<file path="src/rtl/deemph_pkg.sv">
// Shared types, default coefficients and rounding helper for the de-emphasis IIR.
package deemph_pkg;

  localparam int unsigned DEEMPH_DATA_WIDTH = 32;
  localparam int unsigned DEEMPH_PROD_WIDTH = 2 * DEEMPH_DATA_WIDTH;
  localparam int unsigned DEEMPH_QUANT_BITS = 10;

  localparam logic signed [31:0] DEEMPH_B0 = 32'sd178;
  localparam logic signed [31:0] DEEMPH_B1 = 32'sd178;
  localparam logic signed [31:0] DEEMPH_A1 = -32'sd666;

  typedef enum logic [1:0] {
    S_READ,
    S_CALC,
    S_WRITE
  } state_t;

  // Shift right by qbits rounding toward zero, like C integer division.
  function automatic logic signed [DEEMPH_PROD_WIDTH-1:0] dequantize(
    input logic signed [DEEMPH_PROD_WIDTH-1:0] p,
    input int unsigned                         qbits
  );
    logic signed [DEEMPH_PROD_WIDTH-1:0] bias;
    bias = p[DEEMPH_PROD_WIDTH-1] ?
           ((DEEMPH_PROD_WIDTH'(1) << qbits) - DEEMPH_PROD_WIDTH'(1)) : '0;
    return (p + bias) >>> qbits;
  endfunction

endpackage

</file>
<file path="src/rtl/deemph_top.sv">
// deemph_iir wrapped between an input and an output FWFT FIFO for file-driven benches.
module deemph_fifo #(
  parameter int unsigned WIDTH      = 32,
  parameter int unsigned DEPTH_LOG2 = 4
) (
  input  logic             clock,
  input  logic             reset,
  input  logic             wr_en,
  input  logic [WIDTH-1:0] din,
  output logic             full,
  input  logic             rd_en,
  output logic [WIDTH-1:0] dout,
  output logic             empty
);

  localparam int unsigned DEPTH = 1 << DEPTH_LOG2;

  logic [WIDTH-1:0]      mem [DEPTH];
  logic [DEPTH_LOG2-1:0] wr_ptr, rd_ptr;
  logic [DEPTH_LOG2:0]   count;
  logic                  do_wr, do_rd;

  assign full  = (count == (DEPTH_LOG2+1)'(DEPTH));
  assign empty = (count == '0);
  assign do_wr = wr_en && !full;
  assign do_rd = rd_en && !empty;
  assign dout  = mem[rd_ptr];

  always_ff @(posedge clock) begin
    if (do_wr) mem[wr_ptr] <= din;
  end

  always_ff @(posedge clock or negedge reset) begin
    if (!reset) begin
      wr_ptr <= '0;
      rd_ptr <= '0;
      count  <= '0;
    end else begin
      if (do_wr) wr_ptr <= wr_ptr + 1'b1;
      if (do_rd) rd_ptr <= rd_ptr + 1'b1;
      case ({do_wr, do_rd})
        2'b10:   count <= count + 1'b1;
        2'b01:   count <= count - 1'b1;
        default: count <= count;
      endcase
    end
  end

endmodule

module deemph_top
  import deemph_pkg::*;
#(
  parameter int unsigned DATA_WIDTH = DEEMPH_DATA_WIDTH,
  parameter int unsigned FIFO_LOG2  = 4
) (
  input  logic                  clock,
  input  logic                  reset,
  input  logic                  in_wr_en,
  input  logic [DATA_WIDTH-1:0] in_din,
  output logic                  in_full,
  input  logic                  out_rd_en,
  output logic [DATA_WIDTH-1:0] out_dout,
  output logic                  out_empty
);

  logic [DATA_WIDTH-1:0] core_in_dout, core_out_din;
  logic                  core_in_empty, core_in_rd_en;
  logic                  core_out_full, core_out_wr_en;

  deemph_fifo #(.WIDTH(DATA_WIDTH), .DEPTH_LOG2(FIFO_LOG2)) u_in_fifo (
    .clock (clock),
    .reset (reset),
    .wr_en (in_wr_en),
    .din   (in_din),
    .full  (in_full),
    .rd_en (core_in_rd_en),
    .dout  (core_in_dout),
    .empty (core_in_empty)
  );

  deemph_iir #(.DATA_WIDTH(DATA_WIDTH)) u_core (
    .clock     (clock),
    .reset     (reset),
    .in_dout   (core_in_dout),
    .in_empty  (core_in_empty),
    .in_rd_en  (core_in_rd_en),
    .out_din   (core_out_din),
    .out_full  (core_out_full),
    .out_wr_en (core_out_wr_en)
  );

  deemph_fifo #(.WIDTH(DATA_WIDTH), .DEPTH_LOG2(FIFO_LOG2)) u_out_fifo (
    .clock (clock),
    .reset (reset),
    .wr_en (core_out_wr_en),
    .din   (core_out_din),
    .full  (core_out_full),
    .rd_en (out_rd_en),
    .dout  (out_dout),
    .empty (out_empty)
  );

endmodule

</file>
<file path="src/rtl/deemph_iir.sv">
// First-order IIR de-emphasis core between two FWFT FIFOs.
// Optional DEEMPH_SATURATE_EN clamps the output instead of wrapping.
module deemph_iir
  import deemph_pkg::*;
#(
  parameter int unsigned       DATA_WIDTH = DEEMPH_DATA_WIDTH,
  parameter int unsigned       QUANT_BITS = DEEMPH_QUANT_BITS,
  parameter logic signed [31:0] B0        = DEEMPH_B0,
  parameter logic signed [31:0] B1        = DEEMPH_B1,
  parameter logic signed [31:0] A1        = DEEMPH_A1
) (
  input  logic                  clock,
  input  logic                  reset,
  input  logic [DATA_WIDTH-1:0] in_dout,
  input  logic                  in_empty,
  output logic                  in_rd_en,
  output logic [DATA_WIDTH-1:0] out_din,
  input  logic                  out_full,
  output logic                  out_wr_en
);

  localparam int unsigned PW = DEEMPH_PROD_WIDTH;
  localparam int unsigned SW = PW + 2;

  localparam logic signed [PW-1:0] B0_EXT = PW'(B0);
  localparam logic signed [PW-1:0] B1_EXT = PW'(B1);
  localparam logic signed [PW-1:0] A1_EXT = PW'(A1);

  state_t state, state_nxt;

  logic signed [DATA_WIDTH-1:0] x_cur, x_prev, y_cur, y_prev;
  logic signed [PW-1:0]         p0, p1, p2;
  logic signed [PW-1:0]         d0, d1, d2;
  logic signed [SW-1:0]         sum;
  logic signed [DATA_WIDTH-1:0] y_new;

  always_ff @(posedge clock or negedge reset) begin
    if (!reset) state <= S_READ;
    else        state <= state_nxt;
  end

  always_comb begin
    state_nxt = state;
    in_rd_en  = 1'b0;
    out_wr_en = 1'b0;
    case (state)
      S_READ: begin
        if (!in_empty) begin
          in_rd_en  = 1'b1;
          state_nxt = S_CALC;
        end
      end
      S_CALC: state_nxt = S_WRITE;
      S_WRITE: begin
        if (!out_full) begin
          out_wr_en = 1'b1;
          state_nxt = S_READ;
        end
      end
      default: state_nxt = S_READ;
    endcase
  end

  always_comb begin
    p0 = B0_EXT * PW'(x_cur);
    p1 = B1_EXT * PW'(x_prev);
    p2 = A1_EXT * PW'(y_prev);
    d0 = dequantize(p0, QUANT_BITS);
    d1 = dequantize(p1, QUANT_BITS);
    d2 = dequantize(p2, QUANT_BITS);
    // Sum kept at full product width: its low DATA_WIDTH bits equal the
    // narrow wrapped sum, and clamping sees terms that overflow DATA_WIDTH.
    sum = SW'(d0) + SW'(d1) - SW'(d2);
  end

`ifdef DEEMPH_SATURATE_EN
  localparam logic signed [SW-1:0] Y_MAX = (SW'(1) << (DATA_WIDTH - 1)) - SW'(1);
  localparam logic signed [SW-1:0] Y_MIN = -Y_MAX - SW'(1);

  always_comb begin
    if (sum > Y_MAX)      y_new = Y_MAX[DATA_WIDTH-1:0];
    else if (sum < Y_MIN) y_new = Y_MIN[DATA_WIDTH-1:0];
    else                  y_new = sum[DATA_WIDTH-1:0];
  end
`else
  logic sum_unused;
  assign sum_unused = ^sum[SW-1:DATA_WIDTH];
  assign y_new      = sum[DATA_WIDTH-1:0];
`endif

  always_ff @(posedge clock or negedge reset) begin
    if (!reset) begin
      x_cur   <= '0;
      x_prev  <= '0;
      y_cur   <= '0;
      y_prev  <= '0;
      out_din <= '0;
    end else begin
      case (state)
        S_READ: begin
          if (!in_empty) x_cur <= $signed(in_dout);
        end
        S_CALC: begin
          y_cur   <= y_new;
          out_din <= y_new;
          x_prev  <= x_cur;
        end
        S_WRITE: begin
          if (!out_full) y_prev <= y_cur;
        end
        default: ;
      endcase
    end
  end

endmodule
</file>
<file path="config.mk">
export PLATFORM = sky130hd
export DESIGN_NAME = deemph_top
export DESIGN_NICKNAME = d
export VERILOG_FILES = /design/src/rtl/deemph_pkg.sv /design/src/rtl/deemph_top.sv /design/src/rtl/deemph_iir.sv
export SDC_FILE = /design/constraint.sdc
export NUM_CORES = 2
export LEC_CHECK = 0
export CAP_MARGIN = 20
export CORE_MARGIN = 2
export CORE_UTILIZATION = 64
export CTS_CLUSTER_SIZE = 40
export DETAILED_ROUTE_END_ITERATION = 16
export PLACE_DENSITY = 0.9
export SYNTH_ARGS = -nofsm -noshare
export SYNTH_HDL_FRONTEND = slang
export SYNTH_HIERARCHICAL = 1
export SYNTH_SLANG_ARGS = --single-unit
</file>
<file path="constraint.sdc">
create_clock -name clock -period 11.8 [get_ports clock]
set_clock_uncertainty 0.2 [all_clocks]
set_input_delay 2.36 -clock clock [delete_from_list [all_inputs] [get_ports clock]]
set_output_delay 2.36 -clock clock [all_outputs]
set_load 0.005 [all_outputs]
</file>
Yosys cells after proc, flatten, opt, wreduce, memory -nomap -nowiden --
Memories as Yosys holds them, arrays and structs flattened. A register that Yosys moved wholly into a read port is not among the register bits. Index checks and enable logic that the tools add are counted.
Cells by class: equal/unequal tests 10, bitwise gates (word level) 2, reduce and logical (&&, ||, !) cells 17, mux-type cells 16, add/subtract/negate cells 13, $mul 3
Operator list (count):
- $add A41 B11 Y42 | 2
- $mul A8 B32 Y40 const A | 2
- $add A42 B42 Y42 | 1
- $mul A10 B32 Y42 const A | 1
- $add A32 B32 Y32 | 1
- $sub A32 B32 Y32 | 1
- $mux W10 | 3
- $pmux W5 S2 | 2
- $add A4 B1 Y4 const B | 4
- $add A5 B1 Y5 const B | 2
- $eq A5 B5 Y1 const B | 2
- $logic_not A5 Y1 | 2
- $sub A5 B1 Y5 const B | 2
- $mux W1 | 8
- $eq A2 B1 Y1 const B | 3
- $eq A2 B2 Y1 const B | 3
- $pmux W2 S3 | 1
- $reduce_and A2 Y1 | 3
- $logic_not A1 Y1 | 5
- $logic_and A1 B1 Y1 | 4
- $mux W2 | 2
- $ne A2 B2 Y1 const B | 2
- $reduce_bool A2 Y1 | 2
- $logic_not A2 Y1 | 1
- $not A1 Y1 | 2
Storage, ports and cells: memory bits (writable) 1024, register bits 124, memories 2, word-level logic and storage cells 73
Memories:
- u_in_fifo.mem | words 16, width 32, read ports 1, clocked after Yosys merged registers in 1, wr ports 1, RTL line deemph_top.sv:18 | logic [WIDTH-1:0] mem [DEPTH];
- u_out_fifo.mem | words 16, width 32, read ports 1, clocked after Yosys merged registers in 0, wr ports 1, RTL line deemph_top.sv:18

Depth between registers and ports, before layout --
depth in word-level cells 6, depth in mapped cells 47, gate-level depth less buffers 45

Cells and area by module --
Netlist, hierarchy kept.
By module, submodules not included:
- deemph_fifo | instances 2, seq. area each 15700.1 µm², cells each 1012, area each 20408.3 µm²
- deemph_iir | instances 1, seq. area each 3253.1 µm², cells each 2823, area each 25727.2 µm²

Least setup slack after synthesis --
No wires, ideal clock.
path kind register to register, start point register u_core.y_prev[9], end point register u_core.y_cur[31], setup time 0.076 ns, path buffers 2, arrival 10.229 ns, path slack 1.294 ns, required time 11.524 ns, cell stages (with the launch flop) 46, path through dfrtp_1 > inv_1 > ha_1 > fa_1 > fa_1 > inv_1 > fa_1 > fa_1 > inv_1 > ha_1 > clkbuf_1 > a21oi_1 > o21ai_1 > nor2b_1 > a211oi_1 > a2bb2oi_1 > nand2_1 > a21oi_1 > (+10 left out) > buf_6 > nand2_1 > xnor2_1 > fa_1 > inv_1 > ha_1 > and3_1 > nand2_1 > o21a_1 > o211ai_1 > a41oi_1 > a21oi_1 > o41ai_1 > nand3_1 > and4_1 > xnor2_1 > xnor3_1 > o21ai_1
On the way: cells in the longest elaborated chain, start to end 4
RTL lines:
- start, declared | RTL line deemph_iir.sv:31 | logic signed [DATA_WIDTH-1:0] x_cur, x_prev, y_cur, y_prev;
- start signal, assigned | RTL line deemph_iir.sv:109 | if (!out_full) y_prev <= y_cur;
- $mul A10 B32 Y42 * | RTL line deemph_iir.sv:67 | p2 = A1_EXT * PW'(y_prev);
- $mux W10 | RTL line deemph_pkg.sv:24 | bias = p[DEEMPH_PROD_WIDTH-1] ?
- $add A42 B42 Y42 * | RTL line deemph_pkg.sv:26 | return (p + bias) >>> qbits;
- $sub A32 B32 Y32 * | RTL line deemph_iir.sv:73 | sum = SW'(d0) + SW'(d1) - SW'(d2);
- end signal, assigned | RTL line deemph_iir.sv:104 | y_cur <= y_new;
- end, declared | RTL line deemph_iir.sv:31
Every way passes the cells marked *; elsewhere a longest branch is shown, timed or not. A chain may end at the register's enable or synchronous reset.

Worst setup path after layout --
start point register u_core.y_prev[13], end point register u_core.y_cur[31]
Same word-level chain as after synthesis.

==> metrics.cfg <==
[timing]
slew_headroom_pct = 20.2
tightest_slew_ns = 1.19
fin_crit_sh_pct = 95.9
fin_setup_tns_ns = 0
timing.hold.ws_ns = 0.297
fin_ws_ns = 0.483
slew_viol_final = 0
setup_viol = 0
hold_viol = 0
fmax_mhz = 88.4
period_needed_ns = 11.32

[setup_path]
crit_path_start = u_core/y_prev[13]
cp-end-kind = flop
path_max_fanout = 8
r2r_setup_slack_ns = 0.48
crit_path_frequent_cell = fa_1
crit_type = reg2reg
r2r_cells = 43
arrival_ns = 11.78
start_kind = flop
required_ns = 12.26
critPathSlowestCell = fa_1
timing.rr.start = u_core/y_prev[13]
r2r_end = u_core/y_cur[31]
cpPeakStageDelay_ns = 0.54

[cts]
ctsHoldBuffers = 0
cts-root-buf = clkbuf_16
cts_sinks = 1180
clk_pin_slew_ns = 0.07
insertion_delay_ns = 0.76
cts_tree = done
htreeDepth = 3
clock_path_buffers = 3
cts_buffers = 113

[floorplanning]
core-area_um2 = 103000
initial_core_util_pct = 64.4
ios = 70
die_x_um = 326
die_h_um = 326
die_area_um2 = 107000
rows = 118

[min_path]
hp-class = reg2reg
min_to = u_out_fifo/count[4]
hold_start = u_out_fifo/count[4]
whs_path_depth = 1

[placement]
place_area_um2 = 68800
io_buffers = 69
place.gp.congestion = 0.939
dp_hpwl_um = 107000
post-place-ws_ns = 0.127

[grt]
grt.total_usage_pct = 32.5
antenna_found_initial = 4
grt_max_degree = 126
grt_overflow = 0
grt_pass1_wl_um = 263000
grt_pass1_vias = 44388

[cells_and_area]
nets = 5754
nFillCells = 6303
design_area_um2 = 72500
syn_to_final_growth_pct = 8.93
final_layout_size_suffix_gt1_share_pct = 9.23

[yosys]
syn_inst = 4847
yosysTopAreaCell = edfxtp_1
yosysTopAreaCellShare_pct = 46.2
synthTopCellsByArea = edfxtp_1 (46%), ha_1 (9.7%), fa_1 (8.4%), dfrtp_1 (5.9%), mux2i_1 (4.0%)
syn-mean-instance-area_um2 = 13.7
synth_edf_count = 1024
synth_ff_type = edfxtp_1
ys_ff_latch = 1180
syn_area_um2 = 66500
yosysWarningCount = 6
synth_most_common_cell = edfxtp_1
seq_area_frac_synth_pct = 52.1
async_reset_ff_share_pct = 13.2
syn-num-nets = 5677
synth_common_cells = edfxtp_1 (1024), ha_1 (515), inv_1 (399)
ys_types = 85

[drt]
routedWlPerCell_um = 27.0
vias = 42917
routed_wl_um = 173000
drt_iter0_markers = 5555
via_per_inst = 6.71
ant_nets = 0
drc = 0
first_pass_iters = 8

[status]
run_status = completed

[flow_run]
cap_violations = 0

[state kept, by name, indices dropped and copies added, names as in the netlist]
signal and flops:
u_core/y_prev 32, u_in_fifo/rd_ptr 4, u_core/x_cur 32, u_core/y_cur 32, u_out_fifo/wr_ptr 4, u_in_fifo/wr_ptr 4, u_out_fifo/count 5, u_out_fifo/mem 512
u_core/x_prev 32, u_out_fifo/rd_ptr 4, u_core/state 2, u_in_fifo/count 5, u_in_fifo/mem 512
[metrics by stage]
stage               utilization, %  cells
floorplan                        -   4847
global placement              66.5   6186
detailed placement            66.5   6186
CTS                           70.0   6393
global route                  70.1   6398
finish                        70.1   6400
[critical path: cells and delay by family (launching register included)]
| kind | cells | cell delay (ns) |
|---|---|---|
| AOI/OAI and AO/OA | 13 | 3.15 |
| xor gates and xnor gates | 4 | 0.93 |
| adders and majority gates | 9 | 3.94 |
| buffers and inverters | 6 | 0.59 |
| DFF | 1 | 0.48 |
| and+or+nand+nor | 11 | 2.00 |
[cell type report]
cell class              instances  area, um^2  share of cell area (%)
well taps                    1380        1730                    2.38
inverters                     399        1500                    2.07
repair buffers                143        1280                    1.77
clock inverters                43         442                   0.609
diodes                          4        10.0                  0.0138
flip-flops and latches       1180       34700                    47.8
multi-input cells            3087       29700                    41.0
clock buffers                 164        3160                    4.36
[cell usage in the layout (no fill, tap or decap), types with 64 or more instances in the layout]
master,synthesis,routed
nand2_1,381,381
mux4_2,116,116
a221oi_1,132,132
nor2_1,119,95
ha_1,515,515
xnor2_1,126,125
clkdlybuf4s50_1,0,68
xor2_1,79,78
mux2i_1,266,266
edfxtp_1,1024,1024
buf_4,4,70
fa_1,279,279
a22oi_1,64,64
a21oi_1,142,137
inv_1,399,397
dfrtp_1,156,148
o21ai_0,207,207
clkbuf_16,0,114
[layer usage]
metal | track usage, % | vias to the layer above | wire length, um
met4 | 16.0 | 2 | 9240
li1 | - | 18260 | -
met5 | 0 | - | 16
met2 | 54.7 | 2759 | 85700
met3 | 5.25 | 612 | 16100
met1 | 41.2 | 21284 | 61700
[worst max path at each step]
stage / endpoint / cells after the start
after floorplan: u_core/y_cur[31] / 45
after global placement: u_core/y_cur[31] / 44
after detailed placement: u_core/y_cur[31] / 44
after CTS: u_core/y_cur[31] / 44
after global routing: u_core/y_cur[31] / 43
final: u_core/y_cur[31] / 43
[cell families after synthesis]
family	synth area share, %
AO/OA/AOI/OAI	8.25
XOR/XNOR	2.73
adder cells (fa/ha/maj)	18.1
buffers and inverters	3.79
flip-flops	52.1
multiplexers	8.94
AND/OR/NAND/NOR	6.14
[what timing repair did]
| action | in CTS | in global routing |
|---|---|---|
| gates resized for setup | 0 | 19 |
| endpoints found under the setup margin | 0 | 10 |
| buffers inserted | 0 | 1 |
Power is not shown: default switching activity piles up to over one toggle a cycle in this logic, so the estimate is an artifact.
